<file path="src/rtl/ifetch_if.sv">
// ifetch_if: ROM Wishbone bus, decoder stream and redirect port of the fetch stage.
interface ifetch_if #(
    parameter int unsigned AW = 8
);
    logic [AW-1:0] wb_addr;
    logic [31:0]   wb_rdata;
    logic          wb_cyc;
    logic          wb_ack;
    logic          out_valid;
    logic [31:0]   out_data;
    logic [AW-1:0] out_pc;
    logic          out_ready;
    logic          redir_stb;
    logic [AW-1:0] redir_addr;

    // Fetch stage side
    modport master (
        output wb_addr, wb_cyc, out_valid, out_data, out_pc,
        input  wb_rdata, wb_ack, out_ready, redir_stb, redir_addr
    );

    // ROM / decoder / execute side
    modport slave (
        input  wb_addr, wb_cyc, out_valid, out_data, out_pc,
        output wb_rdata, wb_ack, out_ready, redir_stb, redir_addr
    );
endinterface

</file>
<file path="src/rtl/ifetch.sv">
// ifetch: Wishbone instruction fetch with PC, small output queue and redirect/discard.
// Build option: define IFETCH_PREFETCH_EN for a 2-entry prefetch queue;
// otherwise a 1-entry holding register is used.
module ifetch #(
    parameter int unsigned   AW         = 8,
    parameter logic [AW-1:0] RESET_ADDR = '0
) (
    input logic      clk,
    input logic      rst_n,
    ifetch_if.master bus
);
`ifdef IFETCH_PREFETCH_EN
    localparam int unsigned DEPTH = 2;
`else
    localparam int unsigned DEPTH = 1;
`endif
    localparam int unsigned CW      = 2;
    localparam logic [CW-1:0] DEPTH_C = CW'(DEPTH);

    logic          cyc_q, cyc_d;
    logic [AW-1:0] addr_q, addr_d;
    logic [AW-1:0] pc_q, pc_d;
    logic          discard_q, discard_d;
    logic [CW-1:0] cnt_q, cnt_d;
    logic          valid_q, valid_d;
    logic [31:0]   data_q [2];
    logic [31:0]   data_d [2];
    logic [AW-1:0] tag_q  [2];
    logic [AW-1:0] tag_d  [2];

    logic          ack;
    logic          pop;
    logic          push;
    logic [CW-1:0] cnt_pop;

    // Next-state: queue shift/push, PC update, discard tracking and issue rule
    always_comb begin
        ack       = cyc_q & bus.wb_ack;
        pop       = valid_q & bus.out_ready;
        push      = ack & ~discard_q & ~bus.redir_stb;
        cnt_pop   = cnt_q - CW'(pop);
        cyc_d     = cyc_q;
        addr_d    = addr_q;
        pc_d      = pc_q;
        discard_d = discard_q;
        data_d    = data_q;
        tag_d     = tag_q;

        // Head leaves on transfer; the second slot slides forward
        if (pop) begin
            data_d[0] = data_q[1];
            tag_d[0]  = tag_q[1];
        end

        // Acked word lands behind whatever survives the pop
        if (push) begin
            if (cnt_pop == '0) begin
                data_d[0] = bus.wb_rdata;
                tag_d[0]  = addr_q;
            end else begin
                data_d[1] = bus.wb_rdata;
                tag_d[1]  = addr_q;
            end
        end
        cnt_d = cnt_pop + CW'(push);

        if (ack && !discard_q) begin
            pc_d = AW'(pc_q + 1'b1);
        end

        // Redirect wins over the increment and empties the queue
        if (bus.redir_stb) begin
            pc_d  = bus.redir_addr;
            cnt_d = '0;
        end

        // A stale request in flight must have its data thrown away on ack
        if (ack) begin
            discard_d = 1'b0;
        end else if (cyc_q && bus.redir_stb) begin
            discard_d = 1'b1;
        end

        // Address is frozen while a request is pending; re-evaluate only when free
        if (!cyc_q || ack) begin
            cyc_d = (cnt_d < DEPTH_C);
            if (cnt_d < DEPTH_C) begin
                addr_d = pc_d;
            end
        end

        valid_d = (cnt_d != '0);
    end

    // State registers
    always_ff @(posedge clk or negedge rst_n) begin
        if (!rst_n) begin
            cyc_q     <= 1'b0;
            addr_q    <= RESET_ADDR;
            pc_q      <= RESET_ADDR;
            discard_q <= 1'b0;
            cnt_q     <= '0;
            valid_q   <= 1'b0;
            data_q[0] <= '0;
            data_q[1] <= '0;
            tag_q[0]  <= '0;
            tag_q[1]  <= '0;
        end else begin
            cyc_q     <= cyc_d;
            addr_q    <= addr_d;
            pc_q      <= pc_d;
            discard_q <= discard_d;
            cnt_q     <= cnt_d;
            valid_q   <= valid_d;
            data_q    <= data_d;
            tag_q     <= tag_d;
        end
    end

    assign bus.wb_cyc    = cyc_q;
    assign bus.wb_addr   = addr_q;
    assign bus.out_valid = valid_q;
    assign bus.out_data  = data_q[0];
    assign bus.out_pc    = tag_q[0];
endmodule

</file>
<file path="src/flat_wrapper.sv">
// flat-port wrapper written by rule: the top's interface ports become plain ports
module ifetch_flat 
#(
    parameter int unsigned   AW         = 8,
    parameter logic [AW-1:0] RESET_ADDR = '0
)
  (clk, rst_n, bus_wb_addr, bus_wb_cyc, bus_out_valid, bus_out_data, bus_out_pc, bus_wb_rdata, bus_wb_ack, bus_out_ready, bus_redir_stb, bus_redir_addr);
  ifetch_if #(.AW(AW)) bus_i ();
  input logic clk;
  input logic rst_n;
  output wire logic [$bits(bus_i.wb_addr)-1:0] bus_wb_addr;
  output wire logic [$bits(bus_i.wb_cyc)-1:0] bus_wb_cyc;
  output wire logic [$bits(bus_i.out_valid)-1:0] bus_out_valid;
  output wire logic [$bits(bus_i.out_data)-1:0] bus_out_data;
  output wire logic [$bits(bus_i.out_pc)-1:0] bus_out_pc;
  input wire logic [$bits(bus_i.wb_rdata)-1:0] bus_wb_rdata;
  input wire logic [$bits(bus_i.wb_ack)-1:0] bus_wb_ack;
  input wire logic [$bits(bus_i.out_ready)-1:0] bus_out_ready;
  input wire logic [$bits(bus_i.redir_stb)-1:0] bus_redir_stb;
  input wire logic [$bits(bus_i.redir_addr)-1:0] bus_redir_addr;
  assign bus_wb_addr = bus_i.wb_addr;
  assign bus_wb_cyc = bus_i.wb_cyc;
  assign bus_out_valid = bus_i.out_valid;
  assign bus_out_data = bus_i.out_data;
  assign bus_out_pc = bus_i.out_pc;
  assign bus_i.wb_rdata = bus_wb_rdata;
  assign bus_i.wb_ack = bus_wb_ack;
  assign bus_i.out_ready = bus_out_ready;
  assign bus_i.redir_stb = bus_redir_stb;
  assign bus_i.redir_addr = bus_redir_addr;
  ifetch #(.AW(AW), .RESET_ADDR(RESET_ADDR)) u_core (.clk(clk), .rst_n(rst_n), .bus(bus_i));
endmodule
</file>
<file path="config.mk">
export PLATFORM = sky130hd
export DESIGN_NAME = ifetch_flat
export DESIGN_NICKNAME = d
export VERILOG_FILES = /design/src/rtl/ifetch_if.sv /design/src/rtl/ifetch.sv /design/src/flat_wrapper.sv
export SDC_FILE = /design/constraint.sdc
export NUM_CORES = 1
export LEC_CHECK = 0
export ABC_AREA = 1
export BUFFER_PORTS_ARGS = -buffer_cell sky130_fd_sc_hd__buf_2
export CELL_PAD_IN_SITES_DETAIL_PLACEMENT = 0
export CELL_PAD_IN_SITES_GLOBAL_PLACEMENT = 1
export CORE_ASPECT_RATIO = 1.5
export CORE_MARGIN = 3
export CORE_UTILIZATION = 41
export CTS_CLUSTER_SIZE = 28
export DETAILED_ROUTE_END_ITERATION = 12
export GPL_TIMING_DRIVEN = 0
export PLACE_DENSITY = 0.77
export REMOVE_ABC_BUFFERS = 1
export SLEW_MARGIN = 20
export SYNTH_ARGS = -nofsm -noshare
export SYNTH_HDL_FRONTEND = slang
export SYNTH_SLANG_ARGS = --single-unit
export TNS_END_PERCENT = 100
</file>
<file path="constraint.sdc">
create_clock -name clk -period 2.7 [get_ports clk]
set_input_delay 0.135 -clock clk [delete_from_list [all_inputs] [get_ports clk]]
set_output_delay 0.135 -clock clk [all_outputs]
set_load 0.005 [all_outputs]
</file>
==> results.sh <==
export IMPL_r2r_end="u_core.bus.wb_addr[0]"
export IMPL_vias=3675
export IMPL_worst_path_max_fanout=34
export IMPL_worstSkewPairLatency_ns=0.34
export IMPL_dieArea_um2=13000
export IMPL_powerDensity_nw_per_um2=1050
export IMPL_required_ns=2.98
export IMPL_synthCells=570
export IMPL_grt_pass1_vias=3524
export IMPL_cts_inserted_buffers=9
export IMPL_viasPerCell=4.77
export IMPL_peakVddDrop_v=0.000487
export IMPL_whs_ns=0.0210
export IMPL_core_area_um2=11200
export IMPL_slew_violations=0
export IMPL_post_drt_wl_per_cell_um=13.8
export IMPL_drt_initial_drc_count=179
export IMPL_placed_cell_area_um2=5100
export IMPL_r2r_slack_ns=0.21
export IMPL_synth_yosys_seq_area_share=0.530
export IMPL_maxCapViolations=0
export IMPL_fin_crit_ns=2.49
export IMPL_endpoint="u_core.bus.wb_addr[0]"
export IMPL_gp_congestion=0.810
export IMPL_clockBufferDepth=2
export IMPL_power_mw=5.78
export IMPL_ctsHtreeMaxLevel=3
export IMPL_dp_slack_ns=-0.0942
export IMPL_cts_tree="done"
export IMPL_die_h_um=138
export IMPL_max_freq_mhz=402
export IMPL_clock_sinks=101
export IMPL_setup_slack_ns=0.211
export IMPL_avgSynthCellArea_um2=8.36
export IMPL_criticalPathCategory="reg2reg"
export IMPL_r2r_cells=12
export IMPL_wl_um=10600
export IMPL_cp_start_kind="register"
export IMPL_ant_nets=0
export IMPL_fin_area_um2=5490
export IMPL_clk_root_buffer_cell="clkbuf_16"
export IMPL_startpoint="u_core.bus.out_valid"
export IMPL_status="finished clean"
export IMPL_grt_first_pass_wirelength_um=17000
export IMPL_hold_violations=0
export IMPL_rows=47
export IMPL_yosysUniqueCellTypes=25
export IMPL_start_util=0.427
export IMPL_fin_crit_sh=0.922
export IMPL_worst_setup_path_end_kind="register"
export IMPL_fp_dieW_um=94.0
export IMPL_crit_arrival_ns=2.77
export IMPL_grt_max_degree=81
export IMPL_port_buffer_count=94
export IMPL_power_leakage_nw=2.91
export IMPL_setup_tns_ns=0
export IMPL_cts_clk_slew_worst_paths_ns=0.07
export IMPL_overflow=0
export IMPL_slew_headroom=0.576
export IMPL_yosys_warnings=0
export IMPL_diodes=0
export IMPL_num_fill_cells=1131
export IMPL_grt_use_total=0.163
export IMPL_hpwl_um=6730
export IMPL_fin_skew_ns=0.00632
export IMPL_drc=0
export IMPL_tightest_slew_ns=0.635
export IMPL_antenna_found_initial=0
export IMPL_rsz0062_at_grt="no"
export IMPL_ys_ff_latch=101
export IMPL_first_pass_iters=4
export IMPL_fin_nets=668
export IMPL_min_path_type="in2reg"
export IMPL_area_delta_synth_final_pct=15.1
export IMPL_finalSetupViolations=0
export IMPL_drive_above_1_share=0.210
export IMPL_ioPinCount=95
export IMPL_rr_startpoint="u_core.bus.out_valid"
export IMPL_netlist_area_um2=4770
## how the worst min path moves through the flow
stage / startpoint / end / slack [ns] / cells past startpoint
CTS: bus_redir_addr[7] / u_core.pc_q[7] / 0.01 / 3
finish: bus_redir_addr[7] / u_core.pc_q[7] / 0.02 / 3
detailed placement: rst_n / u_core.bus.out_data[6] / 0.02 / 1
global route: bus_wb_rdata[10] / u_core.data_q[10] / 0.04 / 3
global placement: bus_redir_addr[7] / u_core.pc_q[7] / 0.37 / 3
floorplan: rst_n / u_core.bus.out_data[0] / -0.16 / 0
## timing repair
action,CTS,global route
gates resized for setup,2,5
cloned,1,1
endpoints found under the setup margin,69,56
pin swaps,1,2
hold buffers,1,0
hold endpoints to repair,25,0
setup buffers,0,3
## final cells by class
class	instances	area (µm²)	area share
inverter	62	238	0.0433
timing repair buffer	103	652	0.119
multi-input combinational	343	1600	0.292
clock buffer	10	229	0.0417
sequential	101	2530	0.461
clock inverter	5	52.6	0.00958
tap	147	184	0.0335
## registers in the layout (all words and copies together) (netlist names), 2 cells and up
name and count:
u_core.data_q 32, u_core.cnt_q 2, u_core.tag_q 8, u_core.pc_q 8, u_core.bus.wb_addr 8, u_core.bus.out_data 32, u_core.bus.out_pc 8
## kinds of logic (layout without fill, tap and decap cells)
group                    after synthesis  after routing  synth area share
adder cells (fa/ha/maj)                3              3           0.00788
buffers and inverters                128            180             0.146
AND/OR/NAND/NOR                      250            251             0.210
flip-flops                           101            101             0.530
AO/OA/AOI/OAI                         88             89             0.106
## cells in the mapped netlist, drive strengths merged
cell type / n / area share
clkbuf: 8 / 0.0063
o21ai: 44 / 0.047
dfrtp: 101 / 0.53
a31oi: 40 / 0.053
inv: 62 / 0.049
nor2: 50 / 0.043
o22ai: 1 / 0.0013
nand3: 18 / 0.020
nand2: 180 / 0.14
ha: 3 / 0.0079
buf: 58 / 0.091
nand3b: 1 / 0.0016
or2: 1 / 0.0013
a21boi: 1 / 0.0016
o21bai: 2 / 0.0031
## report_power, final
| part | switching (mW) | internal, mW |
|---|---|---|
| registers | 0.375 | 2.18 |
| clock network | 0.547 | 0.709 |
| logic | 1.12 | 0.847 |
## metrics by stage
step            util  std cells
6_report       0.491        771
5_1_grt        0.491        771
4_1_cts        0.485        767
3_5_place_dp   0.457        750
3_3_place_gp   0.444        745
2_1_floorplan      -        504
## placed cells by master, fill, tap and decap left out, types with 4 or more instances in the layout
| master | instances |
|---|---|
| clkbuf_16 | 9 |
| buf_16 | 4 |
| inv_1 | 57 |
| buf_2 | 93 |
| nand2_1 | 176 |
| a31oi_1 | 40 |
| nand3_1 | 17 |
| nor2_1 | 48 |
| dfrtp_1 | 101 |
| o21ai_1 | 41 |
## critical path: stages, from the launching register on
cell and delay [ns]:
dfrtp_1 0.40, nand2_2 0.20, buf_12 0.24, inv_4 0.15, ha_1 0.32, inv_2 0.08, ha_1 0.19, nand3b_1 0.15
nand3_1 0.18, nand3_4 0.17, inv_2 0.16, nand2_1 0.09, nand2_1 0.06
## per-layer routing
layer  vias up  part of all wire  routed length, µm  global-route usage
met1      1729              0.45               4730               0.208
met5         -                 0                  0                   0
li1       1859                 -                  -                   -
met2        77              0.50               5350               0.280
met3        10             0.038                409              0.0261
met4         0             0.013                140              0.0502
No activity file was read; power rests on OpenSTA's default activity.
